<file path="src/rtl/wb_arb_pkg.sv">
// Shared types and helpers for the Wishbone round-robin bus arbiter.
package wb_arb_pkg;

    typedef enum logic [1:0] {
        ARB_IDLE,
        ARB_GRANT,
        ARB_TIMEOUT
    } arb_state_e;

    localparam int STAT_W = 16;

    function automatic logic [STAT_W-1:0] sat_inc(input logic [STAT_W-1:0] v);
        return (&v) ? v : v + STAT_W'(1);
    endfunction

endpackage

</file>
<file path="src/rtl/wb_rr_pick.sv">
// Combinational round-robin selector: first set request after last_idx_i, wrapping.
module wb_rr_pick
    import wb_arb_pkg::*;
#(
    parameter int N  = 4,
    parameter int IW = $clog2(N)
) (
    input  logic [N-1:0]  req_i,
    input  logic [IW-1:0] last_idx_i,
    output logic [N-1:0]  onehot_o,
    output logic [IW-1:0] idx_o,
    output logic          valid_o
);

    logic [IW-1:0] cand;

    always_comb begin
        onehot_o = '0;
        idx_o    = '0;
        valid_o  = 1'b0;
        cand     = '0;
        for (int k = 1; k <= N; k++) begin
            cand = IW'((int'(last_idx_i) + k) % N);
            if (!valid_o && req_i[cand]) begin
                valid_o        = 1'b1;
                idx_o          = cand;
                onehot_o[cand] = 1'b1;
            end
        end
    end

endmodule

</file>
<file path="src/rtl/wb_rr_arbiter.sv">
// Registered round-robin Wishbone arbiter with lock, preemption and strobe watchdog.
// Define WB_ARB_STATS_EN to add saturating grant/timeout statistics counters.
module wb_rr_arbiter
    import wb_arb_pkg::*;
#(
    parameter int N_MASTER       = 4,
    parameter int TIMEOUT_CYCLES = 256
) (
    input  logic                        clk_i,
    input  logic                        rst_i,
    input  logic [N_MASTER-1:0]         cyc_i,
    input  logic [N_MASTER-1:0]         stb_i,
    input  logic [N_MASTER-1:0]         lock_i,
    input  logic                        ack_i,
    input  logic                        err_i,
    input  logic                        rty_i,
    output logic [N_MASTER-1:0]         gnt_o,
    output logic [$clog2(N_MASTER)-1:0] gnt_idx_o,
    output logic                        gnt_valid_o,
    output logic                        to_err_o
`ifdef WB_ARB_STATS_EN
    ,
    input  logic                                stat_clr_i,
    output logic [N_MASTER-1:0][STAT_W-1:0]     stat_gnt_o,
    output logic [STAT_W-1:0]                   stat_to_o
`endif
);

    localparam int IW = $clog2(N_MASTER);
    localparam int TW = $clog2(TIMEOUT_CYCLES + 1);

    arb_state_e          state_q, state_d;
    logic [N_MASTER-1:0] gnt_q, gnt_d;
    logic [IW-1:0]       idx_q, idx_d;
    logic [IW-1:0]       last_q, last_d;
    logic [TW-1:0]       timer_q, timer_d;

    logic [N_MASTER-1:0] req;
    logic [N_MASTER-1:0] pick_oh;
    logic [IW-1:0]       pick_idx;
    logic                pick_vld;
    logic                term;
    logic                owner_cyc;
    logic                owner_stb;
    logic                owner_lock;
    logic                take;
    logic                drop;

    // The current owner never competes: on release its cyc is already low,
    // on preempt and timeout it must be skipped.
    assign req        = cyc_i & ~gnt_q;
    assign term       = ack_i | err_i | rty_i;
    assign owner_cyc  = |(cyc_i & gnt_q);
    assign owner_stb  = |(stb_i & gnt_q);
    assign owner_lock = |(lock_i & gnt_q);

    wb_rr_pick #(
        .N  (N_MASTER),
        .IW (IW)
    ) u_pick (
        .req_i      (req),
        .last_idx_i (last_q),
        .onehot_o   (pick_oh),
        .idx_o      (pick_idx),
        .valid_o    (pick_vld)
    );

    always_comb begin
        state_d = state_q;
        gnt_d   = gnt_q;
        idx_d   = idx_q;
        last_d  = last_q;
        timer_d = timer_q;
        take    = 1'b0;
        drop    = 1'b0;

        case (state_q)
            ARB_IDLE: begin
                timer_d = '0;
                take    = pick_vld;
            end
            ARB_GRANT: begin
                if (!owner_cyc) begin
                    timer_d = '0;
                    take    = pick_vld;
                    drop    = !pick_vld;
                end else if (term && !owner_lock && pick_vld) begin
                    timer_d = '0;
                    take    = 1'b1;
                end else if (term) begin
                    timer_d = '0;
                end else if (owner_stb) begin
                    if (timer_q == TW'(TIMEOUT_CYCLES - 1)) begin
                        timer_d = '0;
                        state_d = ARB_TIMEOUT;
                    end else begin
                        timer_d = timer_q + TW'(1);
                    end
                end else begin
                    timer_d = '0;
                end
            end
            ARB_TIMEOUT: begin
                timer_d = '0;
                take    = pick_vld;
                drop    = !pick_vld;
            end
            default: begin
                state_d = ARB_IDLE;
                gnt_d   = '0;
                timer_d = '0;
            end
        endcase

        if (take) begin
            gnt_d   = pick_oh;
            idx_d   = pick_idx;
            last_d  = pick_idx;
            state_d = ARB_GRANT;
        end else if (drop) begin
            gnt_d   = '0;
            state_d = ARB_IDLE;
        end
    end

    always_ff @(posedge clk_i or posedge rst_i) begin
        if (rst_i) begin
            state_q <= ARB_IDLE;
            gnt_q   <= '0;
            idx_q   <= '0;
            last_q  <= IW'(N_MASTER - 1);
            timer_q <= '0;
        end else begin
            state_q <= state_d;
            gnt_q   <= gnt_d;
            idx_q   <= idx_d;
            last_q  <= last_d;
            timer_q <= timer_d;
        end
    end

    assign gnt_o       = gnt_q;
    assign gnt_idx_o   = idx_q;
    assign gnt_valid_o = |gnt_q;
    assign to_err_o    = (state_q == ARB_TIMEOUT);

`ifdef WB_ARB_STATS_EN
    logic [N_MASTER-1:0][STAT_W-1:0] stat_gnt_q;
    logic [STAT_W-1:0]               stat_to_q;

    always_ff @(posedge clk_i or posedge rst_i) begin
        if (rst_i) begin
            stat_gnt_q <= '0;
            stat_to_q  <= '0;
        end else if (stat_clr_i) begin
            stat_gnt_q <= '0;
            stat_to_q  <= '0;
        end else begin
            if (take) begin
                stat_gnt_q[pick_idx] <= sat_inc(stat_gnt_q[pick_idx]);
            end
            if (state_q == ARB_TIMEOUT) begin
                stat_to_q <= sat_inc(stat_to_q);
            end
        end
    end

    assign stat_gnt_o = stat_gnt_q;
    assign stat_to_o  = stat_to_q;
`endif

endmodule

</file>
<file path="config.mk">
export PLATFORM = sky130hd
export DESIGN_NAME = wb_rr_arbiter
export DESIGN_NICKNAME = d
export VERILOG_FILES = /design/src/rtl/wb_arb_pkg.sv /design/src/rtl/wb_rr_pick.sv /design/src/rtl/wb_rr_arbiter.sv
export SDC_FILE = /design/constraint.sdc
export NUM_CORES = 1
export LEC_CHECK = 0
export ABC_AREA = 1
export BUFFER_PORTS_ARGS = -buffer_cell sky130_fd_sc_hd__buf_2
export CELL_PAD_IN_SITES_DETAIL_PLACEMENT = 1
export CELL_PAD_IN_SITES_GLOBAL_PLACEMENT = 2
export CORE_UTILIZATION = 36
export CTS_BUF_LIST = sky130_fd_sc_hd__clkbuf_2
export DETAILED_ROUTE_END_ITERATION = 8
export GPL_TIMING_DRIVEN = 0
export PLACE_DENSITY = 0.88
export SYNTH_ARGS = -nofsm -noshare
export SYNTH_HDL_FRONTEND = slang
export SYNTH_HIERARCHICAL = 1
export SYNTH_SLANG_ARGS = --single-unit
</file>
<file path="constraint.sdc">
create_clock -name clk_i -period 5.6 [get_ports clk_i]
set_input_delay 0.28 -clock clk_i [delete_from_list [all_inputs] [get_ports clk_i]]
set_output_delay 0.28 -clock clk_i [all_outputs]
set_load 0.01 [all_outputs]
</file>
Yosys cells after proc, flatten, opt, wreduce, memory -nomap -nowiden

Cells that the tools add are included.

Register bits: 19
Bits of input ports: 17
Output and inout bits: 8

Add/subtract/negate cells: 5
$lt $le $gt $ge: 8
Eq/ne operators: 10
Muxes and demuxes: 50
Bitwise gates (word level): 10
Reduce and logical (&&, ||, !) cells: 22

Operators with widths:

| cell                  | number |
|---|---|
| $mux W9               | 6 |
| $mux W4               | 7 |
| $mux W2               | 11 |
| $ne A4 B4 Y1 const B  | 5 |
| $and A4 B4 Y4         | 4 |
| $reduce_or A4 Y1      | 4 |
| $mux W1               | 15 |
| $lt A2 B3 Y1 const B  | 4 |
| $or A4 B4 Y4          | 3 |
| $add A9 B1 Y9 const B | 1 |
| $eq A9 B8 Y1 const B  | 1 |
| $logic_and A1 B1 Y1   | 9 |
| $bmux W1 S2           | 4 |
| $demux W1 S2          | 4 |
| $ge A2 B1 Y1 const B  | 4 |
| $ne A3 B1 Y1 const B  | 2 |
| $reduce_and A6 Y1     | 1 |
| $logic_not A1 Y1      | 5 |
| $add A2 B1 Y2 const B | 2 |
| $add A2 B2 Y2 const B | 2 |
| $not A4 Y4            | 1 |
| $pmux W1 S2           | 2 |
| $pmux W2 S2           | 1 |
| $reduce_or A3 Y1      | 1 |
| 5 further kinds       | 6 |

Depth between registers and ports, before layout

Gate-level depths: netlist of the first run.

Depth after elaboration: 20
Depth in mapped cells: 18

By module

Netlist of the first run, hierarchy kept.

Modules (own cells, without submodules):

| module        | instances | cells an instance | area each (um^2) | sequential area each (um^2) |
|---|---|---|---|---|
| wb_rr_arbiter | 1         | 136               | 1097.3           | 478.0 |
| wb_rr_pick    | 1         | 81                | 535.5            | 0.0 |

Worst setup path before layout of the first run

Ideal clock, no wire load.

Path kind: register -> register
From: reg last_q[0]
To: reg state_q[1]
Setup time: 113 ps
Data arrival time: 2350 ps
Data required time: 5487 ps
Path slack: 3137 ps
Cell stages (with the launch flop): 19
Path buffers: 2
Cell sequence: dfstp_2 -> buf_6 -> inv_8 -> ha_1 -> inv_2 -> nand3_4 -> nand2_4 -> nor2_4 -> buf_6 -> nand4_1 -> nand2_1 -> nor2_1 -> nand3_1 -> nand2_4 -> nand2_8 -> nand2_2 -> nand2_1 -> nand2_1 -> inv_1

Word-level cells in the longest chain between the ends: 19
Elaborated cells between the ends (all ways): 38

RTL lines:

| what                                                                 | RTL line             | source |
|---|---|---|
| start, declared                                                      | wb_rr_arbiter.sv:35  | `logic [IW-1:0] last_q, last_d;` |
| start signal, assigned                                               | wb_rr_arbiter.sv:131 | `last_q <= IW'(N_MASTER - 1);` |
| start signal, assigned                                               | wb_rr_arbiter.sv:137 | `last_q <= last_d;` |
| $add A2 B1 Y2                                                        | wb_rr_pick.sv:23     | `cand = IW'((int'(last_idx_i) + k) % N);` |
| $bmux W1 S2                                                          | wb_rr_pick.sv:24     | `if (!valid_o && req_i[cand]) begin` |
| $mux W1 (not written as such)                                        | wb_rr_pick.sv:24     |  |
| $mux W1                                                              | wb_rr_pick.sv:24     |  |
| $logic_not A1 Y1                                                     | wb_rr_pick.sv:24     |  |
| $logic_and A1 B1 Y1                                                  | wb_rr_pick.sv:24     |  |
| $mux W1                                                              | wb_rr_pick.sv:24     |  |
| $logic_not A1 Y1                                                     | wb_rr_pick.sv:24     |  |
| (+4 left out)                                                        | n/a                  |  |
| $mux W1 (*)                                                          | wb_rr_pick.sv:24     |  |
| via pick_vld                                                         | wb_rr_arbiter.sv:41  | `logic pick_vld;` |
| $logic_and A1 B1 Y1                                                  | wb_rr_arbiter.sv:87  | `end else if (term && !owner_lock && pick_vld) begin` |
| $mux W1                                                              | wb_rr_arbiter.sv:87  |  |
| $mux W1                                                              | wb_rr_arbiter.sv:83  | `if (!owner_cyc) begin` |
| $pmux W1 S2                                                          | wb_rr_arbiter.sv:77  | `case (state_q)` |
| $ne A4 B4 Y1 (no source line) / $ne A3 B1 Y1 (equally long branches) | n/a                  |  |
| $reduce_and A6 Y1 (no source line)                                   | n/a                  |  |
| end signal, assigned                                                 | wb_rr_arbiter.sv:134 | `state_q <= state_d;` |
| end, declared                                                        | wb_rr_arbiter.sv:32  | `arb_state_e state_q, state_d;` |

The timed path passes the listed nets; every way through them passes the cells marked *. The select of a mux whose other input is x is not followed.
A chain may end at the register's enable or synchronous reset.

Worst setup path after layout of the first run

From: reg last_q[1]
To: reg state_q[1]

The elaborated chain is that of the path after synthesis.

==> flow_summary.ini, run 1 <==
[run_status]
status = complete, no violations

[global_route]
antenna_found_initial = 0
grt_max_degree = 20
first_global_vias = 1464
grt_pass1_wl_um = 6620
grt.total_usage = 0.165
grt-ovfl-total = 0

[floorplan]
die_w_um = 69.3
num_rows = 24
fp.dieH_um = 69.3
ios = 25
dieArea_mm2 = 0.00481
start_util = 0.375
core_mm2 = 0.00435

[sta]
setup_violations = 0
period_minus_slack_ps = 2830
clock_skew_ps = 23.3
fmax_mhz = 353
period_share = 0.506
drv_slew = 0
hold_violations = 0
max_slew.worst_pin.slew_ps = 706
fin_tns_setup_ps = 0
rsz0062_at_grt = false
timing.slew.headroom = 0.529

[clocking]
clk_latency_ps = 320
cts_resized = 0
cts_max_path_buffers = 2
clock_sinks = 19
post-cts-setup-buffer-count = 0
cts.clk_slew.worst_paths_ps = 200
cts_hold_buf = 0
cts_tree = yes
clock-root-buffer = clkbuf_2
htree_levels = 1
numCtsBuffers = 3

[worst_setup_path]
critPathLaunchType = register
path_max_fanout = 10
cp-end-kind = register
path_class = reg -> reg
critPathArrivalTime_ps = 3120
required_ps = 5880

[detailed_routing]
drt_iter0_drc = 30
viasPerCell = 4.89
wl_per_cell_um = 12.2
drtAntennaViolNets = 0
first_pass_iters = 4
finalWirelength_um = 3640
vias = 1451
drc_errors = 0

[power_and_ir_drop]
swShare = 0.549
p_switching_w = 0.000560
combPwrFrac = 0.725
power_density_mw_per_mm2 = 555
vdd_drop_max_mv = 0.265
p_int_w = 0.000459
clkPwrFrac = 0.058
p_leak_nw = 0.953
seq_power_share = 0.217

[finish]
area_growth_pct = 12.6
drive_gt1_frac = 0.245
diodes = 0
postLayoutCoreUtil = 0.422
n_fill_cell = 581
final_nets = 275
final_cell_count_no_fill = 297

[logic_synthesis]
synth-seq-cells = 19
synth_top_family_by_area = simple AND/OR/NAND/NOR gates
syn_nets = 246
synthSimpleGateAreaFrac = 0.424
syn_inst = 217
synth_cell_types = 31
synth_edf_count = 0
synthMuxAreaShare = 0
synth_fa_ha_area_frac = 0.0920
syn_avg_cell_area_um2 = 7.52
async_reset_ff_frac = 1.00
yosysWarnings = 6
synthXorXnorAreaFrac = 0.0322
synthFlopType = dfrtp_1
synth_compound_area_frac = 0.0743
syn_area_mm2 = 0.00163
ys_seq_area_frac = 0.293

[placed_design]
gp_congestion = 0.810
dp.final_hpwl_um = 3020
io_buffer_count = 24
place_inst = 293

[worst_hold_path]
hold_path.class = in -> async

[flow_run]
maxCapViolCount = 0
[registers in the layout, indices dropped and copies added (netlist names)]
register and flops:
gnt_o 4, last_q 2, timer_q 9, gnt_idx_o 2, state_q 2
[power groups by stage]
stage / sequential [W] / clock [W] / combinational (W)
global placement: 0.000225 / 0 / 0.000742
CTS: 0.000223 / 0.0000631 / 0.000751
detailed placement: 0.000226 / 0 / 0.000749
finish: 0.000221 / 0.0000594 / 0.000739
floorplan: 0.000220 / 0 / 0.000589
global route: 0.000230 / 0.0000673 / 0.000840
[per-stage QoR]
stage | hold WS (ps) | cell area, um^2 | total power [W] | setup WS, ps
2_1_floorplan | 230 | 1630 | 0.000810 | 3140
3_3_place_gp | 430 | 1820 | 0.000967 | 2760
3_5_place_dp | 443 | 1820 | 0.000974 | 2760
4_1_cts | 47.2 | 1840 | 0.00104 | 2690
5_1_grt | 63.5 | 1840 | 0.00114 | 2460
6_report | 36.4 | 1840 | 0.00102 | 2770
[routing by layer]
layer	GRT usage	up-vias	part of all wire
li1	-	764	-
met1	0.225	659	0.48
met2	0.279	26	0.48
met3	0.0291	2	0.037
met4	0.0204	0	0.0025
met5	0	-	0
[logic make-up (layout without fill, tap and decap cells)]
kind of cell | after synthesis | in the layout
DFF | 19 | 19
buffers and inverters | 31 | 59
AOI/OAI and AO/OA | 21 | 21
adders and majority gates | 12 | 12
and+or+nand+nor | 128 | 128
xor gates and xnor gates | 6 | 6
[final cells by class]
type                            count  area (um^2)  share of cell area
Sequential cell                    19          478               0.260
Timing Repair Buffer               24          120              0.0654
Clock buffer                        3         15.0             0.00817
Multi-Input combinational cell    167         1020               0.553
Clock inverter                      1         5.00             0.00272
Tap cell                           52         65.1              0.0354
Buffer                              2         22.5              0.0123
Inverter                           29          116              0.0633
[cell usage in the layout, fill, tap and decap left out, types with 2 or more instances in the layout]
cell	count
nand2_1	46
nand3_1	29
inv_1	26
buf_2	24
nor2_1	19
dfrtp_1	17
ha_1	12
nand2_2	9
a21oi_1	9
nand4_1	7
nand2_4	4
o21ai_1	4
a21boi_0	4
xnor2_1	3
xor2_1	3
clkbuf_2	3
nor3_1	2
nand3_2	2
o21ai_0	2
dfstp_2	2
buf_6	2
inv_2	2
nand3_4	2
nor2_4	2
[critical path: stages, from the launching register on]
cell	delay, ps
dfstp_2	690
inv_1	190
ha_1	420
inv_2	90
nand3_4	120
nand2_4	80
nor2_4	130
buf_6	140
nand4_1	230
nand2_1	150
nor2_1	50
nand3_1	110
nand2_4	110
nand2_8	100
nand2_2	50
nand2_1	60
nand2_1	50
inv_1	40
[path summary, 6_finish.rpt]
path                                 start         end  slack, ps  cells past startpoint
min in group clk_i                   rty_i  timer_q[6]        420                      6
max in group asynchronous            rst_i  timer_q[0]       5090                      2
worst max register to register   last_q[1]  state_q[1]       2770                     17
worst min-delay path                 rst_i  timer_q[7]         40                      2
worst max-delay path             last_q[1]  state_q[1]       2770                     17
worst min register to register  timer_q[0]  timer_q[0]        480                      1
[cells in the mapped netlist, drive strengths merged, types with 2 or more instances]
cell type | instances | share of area
nand2 | 60 | 0.18
nor2 | 22 | 0.061
a21boi | 4 | 0.018
buf | 2 | 0.014
a21oi | 10 | 0.033
xor2 | 3 | 0.016
xnor2 | 3 | 0.016
nand3 | 33 | 0.12
inv | 29 | 0.071
o21ai | 6 | 0.018
nand4 | 8 | 0.034
dfstp | 2 | 0.032
nor3 | 3 | 0.016
ha | 12 | 0.092
dfrtp | 17 | 0.26
(Power assumes the default switching activity.)
==> run 2, diff against run 1 <==
- ABC_AREA: 1 -> 0
- PLACE_DENSITY: 0.88 -> 0.83
- clock period: 5.6 -> 2.95 ns (I/O delays scaled with it)
==> run 2 against run 1 <==
Net effect: clock-buffer cell count unchanged; largest cell class unchanged; power up 64%; critical path type unchanged; largest power group unchanged; first-iteration DRC count rose to 3.2 times the previous value; synthesized cell count down 16%; fmax up 3.4%; synthesized area up 2.0%; sequential share of layout area down 1.0 points; cell count down 12%.
==> flow_summary.ini, run 2 <==
[placed_design]
pre_cts_slack_ps = -324
gp_congestion = 0.942
placed_area_mm2 = 0.00185
place_inst = 259
io_buffer_count = 24
dp.final_hpwl_um = 3560

[flow_run]
maxCapViolCount = 0

[floorplan]
start_util = 0.377
num_rows = 24
core_mm2 = 0.00441
fp.dieH_um = 70.0
dieArea_mm2 = 0.00490
ios = 25
die_w_um = 70.0

[global_route]
grt_pass1_wl_um = 8090
antenna_found_initial = 0
grt-ovfl-total = 0
grt_max_degree = 20
grt.total_usage = 0.202
first_global_vias = 1735

[detailed_routing]
highest-signal-layer = met4
met3_length_um = 114
viasPerCell = 5.96
first_pass_iters = 4
vias = 1562
met2_length_um = 2330
drt-met1-wl_um = 2110
wl_per_cell_um = 17.6
drc_errors = 0
drt_iter0_drc = 96
drtAntennaViolNets = 0
finalWirelength_um = 4620

[logic_synthesis]
syn_nets = 212
synth_top_cell_by_area = dfrtp_1
yosys-top-cells-count = dfrtp_1 (17), nor2_1 (15), inv_1 (14)
synth_edf_count = 0
synthFlopType = dfrtp_1
async_reset_ff_frac = 1.00
yosysWarnings = 6
syn_avg_cell_area_um2 = 9.10
synth-seq-cells = 19
syn_inst = 183
yosysMostFrequentCell = dfrtp_1
synth_area_leaders = dfrtp_1 (26%), ha_1 (9.0%), mux2_2 (3.4%), nor2_1 (3.4%), dfstp_2 (3.2%)
ys_seq_area_frac = 0.287
syn_area_mm2 = 0.00167
synth_cell_types = 54
yosys.area.top_type_share = 0.255

[finish]
largest_register_ffs = 9
final_nets = 240
final_common_cell = buf_2
drive_gt1_frac = 0.271
regMostFlops = timer_q
final_area_mm2 = 0.00191
final_cell_count_no_fill = 262
diodes = 0
layout_common_cells = buf_2 (27), dfrtp_1 (17), nor2_1 (15), inv_1 (14), nand2_1 (13)
area_growth_pct = 14.8

[sta]
max_slew.worst_pin.slew_ps = 762
hold_violations = 0
clock_skew_ps = 5.22
setup_ws_ps = 209
timing.slew.headroom = 0.492
fmax_mhz = 365
rsz0062_at_grt = false
period_minus_slack_ps = 2740
drv_slew = 0
setup_violations = 0
period_share = 0.929

[worst_setup_path]
required_ps = 3210
critPathArrivalTime_ps = 3000
cp_slowest_stage_delay_ps = 660
path_cells = buf_6 -> buf_2 -> inv_1 -> ha_4 -> mux4_2 -> nand2_1 -> o311ai_0 -> or3_1 -> a22o_1
critPathLaunchType = register
cp-end-kind = register
path_class = reg -> reg
worst_path_max_delay_cell = dfstp_2
path_max_fanout = 11

[run_status]
status = complete, no violations

[clocking]
cts_max_path_buffers = 2
numCtsBuffers = 3
cts.clk_slew.worst_paths_ps = 210
htree_levels = 1
cts_tree = yes
clk_latency_ps = 340
clock-root-buffer = clkbuf_2
clock_sinks = 19

[power_and_ir_drop]
vdd_drop_max_mv = 0.286
p_leak_nw = 0.832
power_density_mw_per_mm2 = 873

[worst_hold_path]
hold_path.class = in -> reg
-- run 2: cell types whose count changed after synthesis, sizes merged, moves of 5 or more --
cell / previous run / this run
a21oi: 10 / 4
a22o: 0 / 6
a31oi: 0 / 7
inv: 29 / 14
mux2: 0 / 5
nand2: 60 / 13
nand3: 33 / 5
nor2: 22 / 15
o31ai: 0 / 5
or3: 0 / 5
-- run 2: worst max-delay path, delay by kind of cell, from the launching register on --
kind | cells | cell delay, ps
muxes | 1 | 370
adders and majority gates | 1 | 360
AOI/OAI and AO/OA | 2 | 310
and+or+nand+nor | 2 | 430
buffers and inverters | 3 | 520
DFF | 1 | 660
-- run 2: worst paths after layout --
kind                            start           end  slack (ps)  cells after the start
min in group asynchronous       rst_i  gnt_idx_o[0]         450                      3
min                             rty_i    timer_q[2]         200                      4
max                         last_q[0]      gnt_o[1]         210                      9
max reg2reg                 last_q[0]      gnt_o[1]         210                      9
max in group asynchronous       rst_i      gnt_o[1]        2020                      3
min reg2reg                timer_q[0]    timer_q[0]         490                      1
-- run 2: logic make-up after synthesis --
| group | count (synthesis) | share of synthesized area |
|---|---|---|
| mux | 10 | 0.0789 |
| buf+inv | 22 | 0.0609 |
| xor+xnor | 6 | 0.0316 |
| compound gates | 48 | 0.237 |
| flops | 19 | 0.287 |
| simple gates | 66 | 0.215 |
| fa+ha+maj | 12 | 0.0902 |
-- run 2: power by group --
part           internal (W)  switching [W]  total [W]
registers          0.000325      0.0000870   0.000412
clock network     0.0000315      0.0000960   0.000128
logic              0.000508       0.000622    0.00113
total              0.000864       0.000805    0.00167
-- run 2: area by class of cell --
type	instances	area [um^2]
Buffer	6	42.5
Clock buffer	3	15.0
Clock inverter	1	7.51
Fill cell	544	2500
Inverter	14	52.6
Multi-Input combinational cell	142	1120
Sequential cell	19	478
Tap cell	52	65.1
Timing Repair Buffer	25	130
-- run 2: timing repair --
action                                 in CTS  in global routing
resized for setup                           2                  5
setup endpoints to repair                   6                  8
buffers inserted                            0                  0
hold buffers                                1                  0
endpoints found under the hold margin      17                  0
pin swaps                                   0                  0
-- run 2: routing by layer --
| layer | up-vias | global-route usage |
|---|---|---|
| li1 | 748 | - |
| met1 | 778 | 0.254 |
| met3 | 8 | 0.0332 |
| met2 | 28 | 0.359 |
| met4 | 0 | 0.0489 |
| met5 | - | 0 |
-- run 2: per-stage QoR --
stage                     power (W)  utilization  setup TNS (ps)  hold WS [ps]
final                       0.00167        0.433               0           198
after global routing        0.00182        0.433               0           195
after CTS                   0.00165        0.428               0           161
after detailed placement    0.00150        0.419           -1410           327
after global placement      0.00146        0.419            -720           286
after floorplan             0.00121            -               0          97.1
